<file path="src/rtl/ifetch_ctrl.sv">
// ifetch_ctrl - instruction-fetch sequencer.
//
// Owns the PC and issues one fetch at a time over a req/gnt/rvalid
// handshake. The fetched word is held in an instruction register until
// decode takes it (i_ins_rdy). A redirect replaces the PC and, if a fetch
// is already in flight, marks its response to be thrown away.
//
// state  | meaning
// -------+-----------------------------------------------------------
// S_IDLE | one cycle after reset release, nothing issued yet
// S_REQ  | request driven at pc, waiting for i_imem_gnt
// S_WAIT | fetch accepted, waiting for i_imem_rvalid
// S_HOLD | o_ins is live, waiting for decode to consume it
//
// Ports:
//   i_clk, i_reset        clock, async active-low reset
//   o_imem_req/addr       fetch request and its word-aligned address
//   i_imem_gnt            memory accepts the request
//   i_imem_rvalid/rdata   read response
//   o_ins/o_ins_pc        instruction register and its address
//   o_ins_vld, i_ins_rdy  handshake to decode
//   i_redirect(_pc)       PC replacement from branch/jump resolution

module ifetch_ctrl #(
    parameter logic [31:0] RESET_PC = 32'h0000_0000
) (
    input  logic        i_clk,
    input  logic        i_reset,
    output logic        o_imem_req,
    output logic [31:0] o_imem_addr,
    input  logic        i_imem_gnt,
    input  logic        i_imem_rvalid,
    input  logic [31:0] i_imem_rdata,
    output logic [31:0] o_ins,
    output logic [31:0] o_ins_pc,
    output logic        o_ins_vld,
    input  logic        i_ins_rdy,
    input  logic        i_redirect,
    input  logic [31:0] i_redirect_pc
);

    localparam logic [31:0] NOP = 32'h0000_0013;

    typedef enum logic [1:0] {
        S_IDLE = 2'd0,
        S_REQ  = 2'd1,
        S_WAIT = 2'd2,
        S_HOLD = 2'd3
    } state_t;

    state_t      state_q, state_d;
    logic [31:0] pc_q, pc_d;
    logic [31:0] ins_q, ins_d;
    logic [31:0] ins_pc_q, ins_pc_d;
    logic        ins_vld_q, ins_vld_d;
    logic        drop_q, drop_d;
    logic        imem_req_q, imem_req_d;

    always_comb begin
        state_d   = state_q;
        pc_d      = pc_q;
        ins_d     = ins_q;
        ins_pc_d  = ins_pc_q;
        ins_vld_d = ins_vld_q;
        drop_d    = drop_q;

        case (state_q)
            S_IDLE: state_d = S_REQ;
            S_REQ: begin
                if (i_imem_gnt) state_d = S_WAIT;
            end
            S_WAIT: begin
                if (i_imem_rvalid) begin
                    if (drop_q) begin
                        drop_d  = 1'b0;
                        state_d = S_REQ;
                    end else begin
                        ins_d     = i_imem_rdata;
                        ins_pc_d  = pc_q;
                        ins_vld_d = 1'b1;
                        pc_d      = pc_q + 32'd4;
                        state_d   = S_HOLD;
                    end
                end
            end
            S_HOLD: begin
                if (i_ins_rdy) begin
                    ins_vld_d = 1'b0;
                    state_d   = S_REQ;
                end
            end
            default: state_d = S_IDLE;
        endcase

        // Redirect overrides everything above. A fetch that has been granted
        // but not yet answered must have its response discarded (drop).
        if (i_redirect) begin
            pc_d      = {i_redirect_pc[31:2], 2'b00};
            ins_vld_d = 1'b0;
            ins_d     = ins_q;
            ins_pc_d  = ins_pc_q;
            case (state_q)
                S_REQ: begin
                    if (i_imem_gnt) begin
                        drop_d  = 1'b1;
                        state_d = S_WAIT;
                    end else begin
                        state_d = S_REQ;
                    end
                end
                S_WAIT: begin
                    if (i_imem_rvalid) begin
                        drop_d  = 1'b0;
                        state_d = S_REQ;
                    end else begin
                        drop_d  = 1'b1;
                        state_d = S_WAIT;
                    end
                end
                default: state_d = S_REQ;
            endcase
        end

        imem_req_d = (state_d == S_REQ);
    end

    always_ff @(posedge i_clk or negedge i_reset) begin
        if (!i_reset) begin
            state_q    <= S_IDLE;
            pc_q       <= RESET_PC;
            ins_q      <= NOP;
            ins_pc_q   <= RESET_PC;
            ins_vld_q  <= 1'b0;
            drop_q     <= 1'b0;
            imem_req_q <= 1'b0;
        end else begin
            state_q    <= state_d;
            pc_q       <= pc_d;
            ins_q      <= ins_d;
            ins_pc_q   <= ins_pc_d;
            ins_vld_q  <= ins_vld_d;
            drop_q     <= drop_d;
            imem_req_q <= imem_req_d;
        end
    end

    assign o_imem_req  = imem_req_q;
    assign o_imem_addr = pc_q;
    assign o_ins       = ins_q;
    assign o_ins_pc    = ins_pc_q;
    assign o_ins_vld   = ins_vld_q;

endmodule

</file>
<file path="config.mk">
export PLATFORM = sky130hd
export DESIGN_NAME = ifetch_ctrl
export DESIGN_NICKNAME = d
export VERILOG_FILES = /design/src/rtl/ifetch_ctrl.sv
export SDC_FILE = /design/constraint.sdc
export NUM_CORES = 1
export LEC_CHECK = 0
export CAP_MARGIN = 20
export CELL_PAD_IN_SITES_DETAIL_PLACEMENT = 1
export CELL_PAD_IN_SITES_GLOBAL_PLACEMENT = 1
export CORE_UTILIZATION = 30
export CTS_BUF_LIST = sky130_fd_sc_hd__clkbuf_16
export DETAILED_ROUTE_END_ITERATION = 10
export PLACE_DENSITY_LB_ADDON = 0.1
export SLEW_MARGIN = 30
export SYNTH_ARGS = -nofsm -noshare
export SYNTH_HDL_FRONTEND = slang
export SYNTH_SLANG_ARGS = --single-unit
</file>
<file path="constraint.sdc">
create_clock -name i_clk -period 2 [get_ports i_clk]
set_input_delay 0.2 -clock i_clk [delete_from_list [all_inputs] [get_ports i_clk]]
set_output_delay 0.2 -clock i_clk [all_outputs]
set_load 0.02 [all_outputs]
</file>
==> run metrics, run 1 <==
cts bufs inserted 9; upper clock frequency limit between 500 and 600 MHz; Fill cells between 1,500 and 2,000; DR vias/cell ~4.9; layout net count between 600 and 700; CP startpoint kind flop; Synth Area in Adders 1.68%; DR DRC count 0; First DRT Iteration DRCs roughly 140; number of max-cap violations 0; chip width 124 um; mux contribution to synthesized area between 15 and 20%; largest net degree at the start of global routing 45; Clock Sink Count 97; die area roughly 15,000 sq um; Crit Path Category flop to flop; CP Data Required Time between 2 and 2.5 ns; # diodes 0; total gr overflow 0; synth top area cells dfrtp_1, mux2_2, a31oi_1; Post-synth EDFFs 0; total core area 14,500 sq um; CTS root buf clkbuf_16; Post-Layout Cell Count ~760; sequential share of the synthesized area between 50% and 60%; Die Y around 120 um; IO Port Bufs about 160; status finished clean; dpl cells roughly 740; CTS tree built; area delta synth->final 56.0%; RD Place Congestion between 0.7 and 0.8; most frequent cells in the layout clkdlybuf4s50_1, dfrtp_1, mux2_2; Wirelength per Cell between 15 and 20 um; Std-Cell Rows 44; CP max-delay cell or4_1; final WL around 14,000 um; cells after synthesis ~370; Synth Area in Compound Gates around 8.0%; hpwl dp 9610 um; Total Routing Usage GR approximately 18%; Synth Flop Type dfrtp_1; CP max FO 5; htree depth 3; vias in the first global route approximately 4,000; Setup TNS 0 ns; fin. max-slew vios 0; Clk Latency, worst-skew pair ~0.35 ns; cells along the critical path inv_1, ha_4, and4b_2, nand4_4, buf_4, or4_1, a31oi_1; CP arrival 2.17 ns; Syn Area/Cell roughly 12 sq um; type of the most critical hold path input port to async pin; Post-Synth Simple-Gate Area 14.1%; Largest stage delay, worst path just under 0.4 ns; Final Setup Violations 0; critical path capture point type flop; clk_skew roughly 0.0058 ns; Synth async-reset ratio 100%; largest family of logic cells by synthesized area multiplexers; first-pass GRT wire length around 20,000 um; Starting Density between 30% and 40%; Final Hold Fails 0; layout cells sized above 1 22.6%; FF+latch count, synth 97; DRT Pass-1 Iters 4; Ys Warns 0; DR vias 3,728; Pwr Density roughly 1200 nW/um^2; Worst-path clk slew approximately 0.07 ns; Lkg Pwr 0.00293 uW; initial antenna violation count 0; Synth cell types 47; Final Critical Period between 1.5 and 2 ns; DRT antenna net count 0; I/O pin cnt about 170; Max Root-Sink Buffers 2; unrepaired setup endpoints after global routing no; xor and xnor area share after synthesis ~2.2%; Syn Std Cell Area ~4500 sq um; Tcrit/Tclk final 95.0%; post-synth top area share 52.7%; largest area contributor in the synthesized netlist dfrtp_1; most common library cell in the layout ignoring fill and taps clkdlybuf4s50_1; VDD IR max 622 uV
path summary, 6_finish.rpt:
kind	cells past startpoint	to	slack (ns)	from
max	7	o_imem_addr[29]	0.10	state_q[0]
min	2	o_ins_pc[21]	0.32	i_reset
max reg2reg	7	o_imem_addr[29]	0.10	state_q[0]
min reg2reg	1	o_ins_pc[15]	0.49	o_ins_pc[15]
max in group asynchronous	3	o_ins[4]	1.08	i_reset
min in group i_clk	3	o_imem_addr[9]	0.41	i_redirect_pc[9]
power breakdown:
group / switching (uW) / internal (uW) / leakage (uW)
registers: 367 / 2640 / 0.00120
clock network: 757 / 957 / 0.000140
logic: 1660 / 1880 / 0.00159
state kept, by name, indices dropped and copies added, names as in the netlist:
name,flops
o_imem_addr,30
o_ins_vld,1
o_ins_pc,30
state_q,2
o_imem_req,1
drop_q,1
o_ins,32
cell usage after synthesis, types with 2 or more instances:
| library cell | instances |
|---|---|
| nor2_1 | 20 |
| nand3_1 | 12 |
| nand4_1 | 3 |
| a21oi_1 | 2 |
| dfstp_2 | 3 |
| mux2_1 | 4 |
| mux2_2 | 59 |
| mux2i_1 | 2 |
| inv_1 | 8 |
| and4_1 | 6 |
| dfrtp_1 | 94 |
| nand2b_1 | 4 |
| xor2_1 | 5 |
| o31ai_1 | 7 |
| o21ai_0 | 21 |
| and3_1 | 4 |
| nor4_1 | 3 |
| buf_4 | 5 |
| or4_1 | 6 |
| nor2b_1 | 3 |
| nor3_1 | 2 |
| o31a_1 | 4 |
| clkbuf_1 | 7 |
| nand2_1 | 22 |
| nand4_4 | 2 |
| xnor2_1 | 6 |
| or3_1 | 9 |
| ha_1 | 6 |
| buf_2 | 9 |
| a31oi_1 | 17 |
critical path: cells and delay by family, from the launching register on:
family	cells	cell delay, ns
flops	1	0.37
fa+ha+maj	1	0.15
compound gates	1	0.17
simple gates	3	0.84
buf+inv	2	0.29
layer usage:
metal / share of wire (%) / wire length, um / GRT usage (%)
met5: 0 / 0 / 0
met4: 1.5 / 206 / 6.32
met3: 5.2 / 706 / 4.81
met2: 51 / 6970 / 30.3
met1: 42 / 5670 / 20.8
timing repair:
item / in CTS / in global routing
endpoints found under the setup margin: 0 / 52
hold buffers: 1 / 0
gates resized for setup: 0 / 4
endpoints found under the hold margin: 23 / 0
setup buffers: 0 / 3
logic make-up (layout without fill, tap and decap cells):
family,count (synthesis),in the layout
AOI/OAI and AO/OA,57,57
xor gates and xnor gates,11,11
adders and majority gates,6,6
buffers and inverters,29,232
DFF,97,97
muxes,65,65
other,1,4
and+or+nand+nor,106,108
area by class of cell:
cell class / count / area, sq um / share of cell area [%]
Clock buffer: 9 / 225 / 3.24
Timing Repair Buffer: 208 / 2030 / 29.2
Tap cell: 184 / 230 / 3.31
Multi-Input combinational cell: 251 / 1950 / 28.0
Sequential cell: 97 / 2430 / 34.9
Inverter: 8 / 30.0 / 0.432
Clock inverter: 7 / 61.3 / 0.881
through the flow:
stage	utilization (%)	total power (uW)	hold WS [ns]	area, sq um	worst slack (ns)
after global routing	47.9	8730	0.352	6960	0.00316
after floorplan	-	4710	-0.0956	4470	0.130
after CTS	47.1	8380	0.312	6850	0.0346
after detailed placement	45.1	6610	0.146	6550	-0.0224
after global placement	45.1	6500	0.147	6550	0.0147
final	47.9	8270	0.317	6960	0.100
Note: power is estimated with default switching activity, not from simulation.
==> run 2: changes to the inputs <==
--- a/config.mk
+++ b/config.mk
@@ -12,6 +12,7 @@
 export CTS_BUF_LIST = sky130_fd_sc_hd__clkbuf_16
 export DETAILED_ROUTE_END_ITERATION = 10
 export PLACE_DENSITY_LB_ADDON = 0.1
+export REMOVE_ABC_BUFFERS = 1
 export SLEW_MARGIN = 30
 export SYNTH_ARGS = -nofsm -noshare
 export SYNTH_HDL_FRONTEND = slang
==> run 2 against run 1 <==
Compared with the run above: register-to-register slack barely moved; global-route usage fell by 0.61 points; sequential share of layout area rose by 0.087 points; final cell count fell by 0.92%; non-clock buffer count fell by 6; largest power group unchanged; sequential cell count did not move; wire length fell by 6.6%; utilization fell by 0.095 points; critical path type unchanged; first-iteration DRC count fell by 44%; sequential power barely moved.
==> run metrics, run 2 (synthesis gave the netlist of run 1 again) <==
status finished clean (unchanged); CTS root buf clkbuf_16 (unchanged); upper clock frequency limit 525 MHz (was 526 MHz); Register Area 2430 sq um (about the same); htree depth 3 (unchanged); number of max-cap violations 0 (unchanged); CP startpoint kind flop (unchanged); vias in the first global route 3,829 (was 3,930); Die Y 124 um (unchanged); DRT Pass-1 Iters 4 (unchanged); total core area 14,500 sq um (unchanged); Clk Latency, worst-skew pair 0.34 ns (was 0.35 ns); Final Hold Fails 0 (unchanged); clk_skew 0.00739 ns (was 0.00581 ns); unrepaired setup endpoints after global routing no (unchanged); CTS tree built (unchanged); most common library cell in the layout ignoring fill and taps clkdlybuf4s50_1 (unchanged); DR vias/cell 4.87 (was 4.88); first-pass GRT wire length 19,600 um (was 20,200 um); VDD IR max 608 uV (was 622 uV); largest net degree at the start of global routing 66 (was 45); Crit Path Category flop to flop (unchanged); Total Routing Usage GR 16.9% (was 17.6%); I/O pin cnt 168 (unchanged); total gr overflow 0 (unchanged); final instance area 6940 sq um (was 6960 sq um); DR vias 3,687 (was 3,728); layout cells sized above 1 22.2% (was 22.6%); Tcrit/Tclk final 95.3% (was 95.0%); max FFs per register 32 (unchanged); setup ws final 0.0938 ns (was 0.100 ns); fin. max-slew vios 0 (unchanged); DR DRC count 0 (unchanged); die area 15,400 sq um (unchanged); CP Data Required Time 2.23 ns (was 2.27 ns); total power draw 8310 uW (was 8270 uW); CP arrival 2.13 ns (was 2.17 ns); cts bufs inserted 9 (unchanged); Wirelength per Cell 16.7 um (was 17.7 um); Final Critical Period 1.91 ns (was 1.90 ns); Std-Cell Rows 44 (unchanged); # diodes 0 (unchanged); First DRT Iteration DRCs 79 (was 142); chip width 124 um (unchanged); critical path capture point type flop (unchanged); cell area after placement 6530 sq um (was 6550 sq um); Pwr Density 1200 nW/um^2 (was 1190 nW/um^2); CP max FO 18 (was 5); DRT antenna net count 0 (unchanged); Fill cells 1,569 (was 1,558); Final Setup Violations 0 (unchanged); final WL 12,700 um (was 13,600 um); Setup TNS 0 ns (unchanged); area delta synth->final 55.7% (was 56.0%); layout net count 644 (was 651); Max Root-Sink Buffers 2 (unchanged); Clock Sink Count 97 (unchanged); IO Port Bufs 161 (unchanged); initial antenna violation count 0 (unchanged); type of the most critical hold path input port to async pin (unchanged); most frequent cells in the layout clkdlybuf4s50_1, dfrtp_1, mux2_2 (unchanged); Lkg Pwr 0.00292 uW (was 0.00293 uW); Worst-path clk slew 0.06 ns (was 0.07 ns); footprint of the multi-input gates 1950 sq um (about the same); pre-CTS setup slack -0.156 ns (was -0.0224 ns); RD Place Congestion 0.760 (was 0.759); hpwl dp 9180 um (was 9610 um); Starting Density 30.7% (unchanged)
[run 2: stage by stage]
| stage | util (%) | hold slack [ns] | std cells |
|---|---|---|---|
| 4_1_cts | 47.3 | 0.170 | 754 |
| 6_report | 47.8 | 0.188 | 757 |
| 2_1_floorplan | - | -0.0956 | 354 |
| 5_1_grt | 47.8 | 0.195 | 757 |
| 3_5_place_dp | 44.9 | 0.00500 | 734 |
| 3_3_place_gp | 44.9 | 0.00282 | 734 |
[run 2: path summary, 6_finish.rpt]
path / cells after the start / slack [ns] / end / from
setup / recovery: 8 / 0.09 / o_ins[7] / state_q[0]
hold / removal: 2 / 0.19 / o_ins_pc[24] / i_reset
setup reg to reg: 8 / 0.09 / o_ins[7] / state_q[0]
hold reg to reg: 1 / 0.49 / o_ins_pc[14] / o_ins_pc[14]
max in group asynchronous: 3 / 1.20 / o_imem_addr[3] / i_reset
min in group i_clk: 3 / 0.42 / o_imem_addr[31] / i_redirect_pc[31]
[run 2: timing repair]
item                                    4_1_cts  5_1_grt
endpoints found under the setup margin        2       25
hold buffers                                  1        0
cloned                                        0        1
gates resized for setup                       0        9
pin swaps                                     0        5
buffers inserted                              3        2
endpoints found under the hold margin        94        0
[run 2: worst max-delay path: stages, from the launching register on]
cell	delay, ns
dfrtp_1	0.39
inv_2	0.08
buf_4	0.11
ha_1	0.19
inv_1	0.10
nor3_4	0.21
buf_4	0.19
buf_12	0.16
mux2_2	0.35
[run 2: cell type report]
cell class	instances	share of cell area, %
sequential	97	35.0
timing repair buffer	202	28.8
multi-input combinational	250	28.1
tap	184	3.32
clock buffer	9	3.24
clock inverter	7	1.14
inverter	8	0.432
[run 2: per-layer routing]
metal	part of all wire [%]	global-route usage, %	wire, um
met5	0	0	0
met4	0.90	4.24	114
met3	4.9	5.08	618
met2	53	30.5	6700
met1	41	19.6	5230
[run 2: power by group]
part	total [uW]	switching [uW]	internal, uW	leakage [uW]
registers	3020	375	2640	0.00120
clock network	1790	720	1070	0.000158
logic	3490	1620	1870	0.00156
